`config.mk`:
```
export PLATFORM = sky130hd
export DESIGN_NAME = packet_mem_arbiter
export DESIGN_NICKNAME = d
export VERILOG_FILES = /design/src/rtl/bpf_mem_pkg.sv /design/src/rtl/rr_pick.sv /design/src/rtl/packet_mem_arbiter.sv
export SDC_FILE = /design/constraint.sdc
export NUM_CORES = 1
export LEC_CHECK = 0
export ABC_AREA = 0
export ABC_CLOCK_PERIOD_IN_PS = 4000
export CAP_MARGIN = 0
export CORE_UTILIZATION = 35
export DETAILED_ROUTE_END_ITERATION = 10
export PLACE_DENSITY = 0.85
export SYNTH_ARGS = -nofsm -noshare
export SYNTH_HDL_FRONTEND = slang
export SYNTH_HIERARCHICAL = 1
export SYNTH_SLANG_ARGS = --single-unit
export TNS_END_PERCENT = 5
```
`constraint.sdc`:
```
create_clock -name clk -period 4 [get_ports clk]
set_input_delay 0.6 -clock clk [delete_from_list [all_inputs] [get_ports clk]]
set_output_delay 0.6 -clock clk [all_outputs]
set_load 0.1 [all_outputs]
```
`src/rtl/bpf_mem_pkg.sv`:
```
// Shared packet-memory definitions for the BPF CPU cluster: transfer sizes
// and small elaboration-time helpers.
package bpf_mem_pkg;

  localparam logic [1:0] SZ_BYTE = 2'b00;
  localparam logic [1:0] SZ_HALF = 2'b01;
  localparam logic [1:0] SZ_WORD = 2'b10;

  // Ceiling log2, used to size pointer and requester-id fields.
  function automatic int clog2(input int value);
    int r;
    r = 0;
    for (int i = 0; i < 31; i++) begin
      if ((1 << i) < value) r = i + 1;
    end
    return r;
  endfunction

  function automatic logic sz_is_legal(input logic [1:0] sz);
    return (sz == SZ_BYTE) || (sz == SZ_HALF) || (sz == SZ_WORD);
  endfunction

endpackage

```
`src/rtl/rr_pick.sv`:
```
// Combinational round-robin picker: grants the first asserted request at or
// above ptr_i, wrapping modulo N.
module rr_pick #(
  parameter int N     = 4,
  parameter int IDX_W = 2
) (
  input  logic [N-1:0]     req_i,
  input  logic [IDX_W-1:0] ptr_i,
  output logic [N-1:0]     gnt_o,
  output logic [IDX_W-1:0] idx_o,
  output logic             any_o
);

  logic [IDX_W-1:0] pos;

  always_comb begin
    gnt_o = '0;
    idx_o = '0;
    any_o = 1'b0;
    pos   = '0;
    // Scan from the farthest slot back toward ptr so the nearest requester is written last.
    for (int k = N - 1; k >= 0; k--) begin
      pos = IDX_W'((int'(ptr_i) + k) % N);
      if (req_i[pos]) begin
        gnt_o      = '0;
        gnt_o[pos] = 1'b1;
        idx_o      = pos;
        any_o      = 1'b1;
      end
    end
  end

endmodule

```
`src/rtl/packet_mem_arbiter.sv`:
```
// Round-robin arbiter sharing one packet-memory read port among N_CPU CPUs,
// with a tag pipeline that routes each response back to its issuer.
module packet_mem_arbiter
  import bpf_mem_pkg::*;
#(
  parameter int N_CPU   = 4,
  parameter int ADDR_W  = 10,
  parameter int DATA_W  = 32,
  parameter int MEM_LAT = 1
) (
  input  logic                    clk,
  input  logic                    rst,
  input  logic [N_CPU-1:0]        req_rd_en,
  input  logic [N_CPU*ADDR_W-1:0] req_addr,
  input  logic [N_CPU*2-1:0]      req_transfer_sz,
  output logic [N_CPU-1:0]        req_stall,
  output logic [N_CPU-1:0]        rsp_valid,
  output logic [DATA_W-1:0]       rsp_data,
  output logic                    mem_rd_en,
  output logic [ADDR_W-1:0]       mem_addr,
  output logic [1:0]              mem_transfer_sz,
  input  logic [DATA_W-1:0]       mem_rd_data
);

  localparam int IDX_W = clog2(N_CPU);

  logic [N_CPU-1:0]  req_live;
  logic [N_CPU-1:0]  gnt;
  logic [IDX_W-1:0]  gnt_idx;
  logic              gnt_any;

  logic [IDX_W-1:0]  ptr_q, ptr_d;
  logic [ADDR_W-1:0] sel_addr;
  logic [1:0]        sel_sz;

  logic              mem_rd_en_q;
  logic [ADDR_W-1:0] mem_addr_q;
  logic [1:0]        mem_sz_q;
  logic [IDX_W-1:0]  launch_id_q;

  logic [MEM_LAT-1:0]            tag_vld_q, tag_vld_d;
  logic [MEM_LAT-1:0][IDX_W-1:0] tag_id_q, tag_id_d;

  // No grants while in reset, but requesters still see their stall.
  assign req_live  = rst ? '0 : req_rd_en;
  assign req_stall = req_rd_en & ~gnt;

  rr_pick #(
    .N     (N_CPU),
    .IDX_W (IDX_W)
  ) u_pick (
    .req_i (req_live),
    .ptr_i (ptr_q),
    .gnt_o (gnt),
    .idx_o (gnt_idx),
    .any_o (gnt_any)
  );

  always_comb begin
    ptr_d = ptr_q;
    if (gnt_any) begin
      ptr_d = (gnt_idx == IDX_W'(N_CPU - 1)) ? '0 : gnt_idx + 1'b1;
    end
  end

  always_comb begin
    sel_addr = '0;
    sel_sz   = '0;
    for (int i = 0; i < N_CPU; i++) begin
      if (gnt[i]) begin
        sel_addr = req_addr[i*ADDR_W +: ADDR_W];
        sel_sz   = req_transfer_sz[i*2 +: 2];
      end
    end
  end

  always_ff @(posedge clk) begin
    if (rst) begin
      ptr_q       <= '0;
      mem_rd_en_q <= 1'b0;
      mem_addr_q  <= '0;
      mem_sz_q    <= SZ_BYTE;
      launch_id_q <= '0;
    end else begin
      ptr_q       <= ptr_d;
      mem_rd_en_q <= gnt_any;
      if (gnt_any) begin
        mem_addr_q  <= sel_addr;
        mem_sz_q    <= sel_sz;
        launch_id_q <= gnt_idx;
      end
    end
  end

  // Stage 0 follows the launch register, so the last stage lines up with mem_rd_data.
  for (genvar gi = 0; gi < MEM_LAT; gi++) begin : g_tag
    if (gi == 0) begin : g_first
      assign tag_vld_d[gi] = mem_rd_en_q;
      assign tag_id_d[gi]  = launch_id_q;
    end else begin : g_next
      assign tag_vld_d[gi] = tag_vld_q[gi-1];
      assign tag_id_d[gi]  = tag_id_q[gi-1];
    end
  end

  always_ff @(posedge clk) begin
    if (rst) begin
      tag_vld_q <= '0;
      tag_id_q  <= '0;
    end else begin
      tag_vld_q <= tag_vld_d;
      tag_id_q  <= tag_id_d;
    end
  end

  for (genvar gi = 0; gi < N_CPU; gi++) begin : g_rsp
    assign rsp_valid[gi] = tag_vld_q[MEM_LAT-1] && (tag_id_q[MEM_LAT-1] == IDX_W'(gi));
  end

  assign rsp_data        = mem_rd_data;
  assign mem_rd_en       = mem_rd_en_q;
  assign mem_addr        = mem_addr_q;
  assign mem_transfer_sz = mem_sz_q;

endmodule

```
==> impl_metrics.yaml <==
cts:
  cts_setup_buffers: 0
  path_clk_slew_ns: 0.07
  cts_buffers: 3
  cts.htree.levels: 1
  cts.sinks: 20
  max-clock-path-buffers: 2
  clockRootBuffer: "clkbuf_8"
  clk_latency_ns: 0.26
  postCtsHoldBufs: 0
  post_cts_resized: 0
  cts_tree: "built"
logic_synthesis:
  yosysUniqueCellTypes: 46
  synth_seq_area_share_pct: 20.5
  synth_fp_nets: 302
  ys.flop_type: "dfxtp_1"
  synth_top_area_share_pct: 20.5
  synth-edff-count: 0
  yosysWarnings: 6
  yosys_register_bits: 20
  syn_inst: 207
  synth_area_per_cell_um2: 9.43
  synthTopCellsByArea: "dfxtp_1 21%, buf_4 13%, a211oi_2 6.4%, a22oi_2 6.4%, a221oi_2 6.2%"
  yosysTopAreaCell: "dfxtp_1"
  async_flop_share_pct: 0
  syn_area_mm2: 0.00195
hold_path:
  hp-class: "reg -> reg"
floorplanning:
  die_area_mm2: 0.00588
  ios: 139
  die_y_um: 76.7
  core_area_mm2: 0.00524
  rows: 26
  initial_core_util_pct: 37.3
  die_width_um: 76.7
power_and_ir_drop:
  p_comb_share_pct: 66.1
  seqPwrFrac_pct: 19.4
  power.density_mw_per_mm2: 527
  power_leakage_nw: 0.991
  clkPwrFrac_pct: 14.5
  intPower_mw: 0.709
  total_power_mw: 1.41
  power.switching_mw: 0.702
  sw_frac_of_total_pct: 49.7
  ir_drop_mv: 0.271
route:
  firstDrtPassIters: 4
  ant_nets: 0
  drc: 0
  drt_wl_total_um: 5360
  vias_per_cell: 5.49
  wl_per_cell_um: 16.5
  route.vias.total: 1780
  drt_iter0_drc: 83
setup_path:
  ff2ff_setup_slack_ns: 0.93
  crit_required_ns: 3.40
  cp_cell_sequence: "clkdlybuf4s50_1 > nor2b_1 > or3b_2 > nand3_1 > nand4_1 > a31oi_1 > and2b_1 > buf_12"
  path_max_fanout: 7
  crit_path_top_delay_cell: "clkdlybuf4s50_1"
  end_kind: "primary output"
  cp.arrival_ns: 3.08
  critPathLaunchType: "input pin"
  crit_type: "in -> out"
  slowest_delay_ns: 0.58
cells_and_area:
  drive_gt1_share_pct: 26.0
  area_growth_pct: 37.2
  antennaDiodeCount: 0
  layout.nets: 350
run:
  maxCapViolCount: 0
sta:
  fmax_mhz: 272
  hold_viol_final: 0
  layout_setup_ws_ns: 0.323
  worst_slew_pin_slew_ns: 0.978
  slew_headroom_pct: 34.6
  min_period_ns: 3.68
  period_share_pct: 91.9
  rsz0062_at_grt: "no"
  drv_slew: 0
  fin_hold_ws_ns: 0.469
  setup_viol: 0
  fin_skew_ns: 0.00783
status:
  status: "complete, no violations"
placement:
  place_ws_ns: 0.298
  hpwl_um: 4040
  portBuffers: 74
  routabilityCongestion: 0.945
global_routing:
  grtUsageTotal_pct: 18.2
  overflow: 0
  grt_pass1_vias: 1755
  antenna_found_initial: 0
  grt_max_degree: 19
  grt_pass1_wl_um: 8700
[flip-flops by register name (all words and copies together), names as in the netlist]
name / flops
mem_transfer_sz: 2
mem_rd_en: 1
launch_id_q: 2
tag_id_q: 2
ptr_q: 2
tag_vld_q: 1
mem_addr: 10
[final cells by class]
type,instances,area (um^2)
clock buffer,3,41.3
fill,463,2560
tap,70,87.6
multi-input combinational,136,1200
sequential,20,400
inverter,4,15.0
clock inverter,1,30.0
timing repair buffer,90,901
[power groups by stage]
stage          Sequential [mW]  Combinational [mW]  Clock (mW)
2_1_floorplan            0.515               0.584           0
5_1_grt                  0.281               0.978       0.217
3_3_place_gp             0.275               0.917           0
3_5_place_dp             0.277               0.928           0
4_1_cts                  0.273               0.933       0.210
6_report                 0.274               0.933       0.205
[critical path: cells and delay by family]
| family | cells | cell delay, ns |
|---|---|---|
| buffers and inverters | 2 | 0.75 |
| AO/OA/AOI/OAI | 1 | 0.38 |
| AND/OR/NAND/NOR | 5 | 1.35 |
[synthesized netlist by cell type, drive strengths merged, types with 2 or more instances]
master / count
o22ai: 11
dfxtp: 20
a21oi: 5
buf: 46
and2b: 2
a211oi: 12
a22oi: 15
o21ai: 4
nor3b: 5
a31oi: 4
inv: 4
mux4: 2
nor2b: 13
ha: 9
nand4: 4
a221oi: 11
nor2: 15
nand2: 5
mux2: 2
mux2i: 5
[worst paths after layout]
path,endpoint,start,cells after the start
worst min-delay path,tag_id_q[0],launch_id_q[0],1
worst min register to register,tag_id_q[0],launch_id_q[0],1
worst max register to register,mem_addr[4],ptr_q[1],10
worst max-delay path,req_stall[1],rst,8
[metrics by stage]
stage	util (%)	TNS [ns]	instance area, um^2	instances
6_report	51.1	0	2680	324
3_5_place_dp	49.8	0	2610	320
2_1_floorplan	-	-0.297	1950	207
5_1_grt	51.1	0	2680	324
4_1_cts	51.1	0	2680	324
3_3_place_gp	49.8	0	2610	320
[layer usage]
layer / part of all wire, % / up-vias / global-route usage, %
met3: 5.1 / 12 / 3.69
met5: 0 / - / 0
li1: - / 844 / -
met2: 50 / 72 / 32.4
met4: 1.4 / 0 / 5.38
met1: 44 / 852 / 21.9
[cells in the final DEF, fill, tap and decap left out, drive strengths merged]
cell / synthesis / layout
and2b: 2 / 2
o22ai: 11 / 11
dfxtp: 20 / 20
o221ai: 1 / 1
mux2i: 5 / 5
clkdlybuf4s50: 0 / 70
mux4: 2 / 2
a31oi: 4 / 4
buf: 46 / 20
and3b: 1 / 1
nand3b: 1 / 1
ha: 9 / 9
a211oi: 12 / 12
o211a: 1 / 1
nand4: 4 / 4
a221oi: 11 / 11
and3: 1 / 1
nor3: 1 / 1
a211o: 1 / 1
mux2: 2 / 2
nand3: 1 / 1
a22oi: 15 / 15
nor3b: 5 / 5
o21ai: 4 / 4
clkbuf: 1 / 3
inv: 4 / 4
nor2b: 13 / 13
or3b: 1 / 1
a21oi: 5 / 5
bufinv: 0 / 1
nor4bb: 1 / 1
nand2: 5 / 5
a32o: 1 / 1
nor2: 15 / 15
and4: 1 / 1
[kinds of logic after synthesis]
logic type,Yosys count,share of synthesized area (%)
compound gates,66,32.1
simple gates,52,16.0
buf+inv,51,18.7
flops,20,20.5
mux,9,7.05
fa+ha+maj,9,5.77
Note: power is estimated with default switching activity, not from simulation.
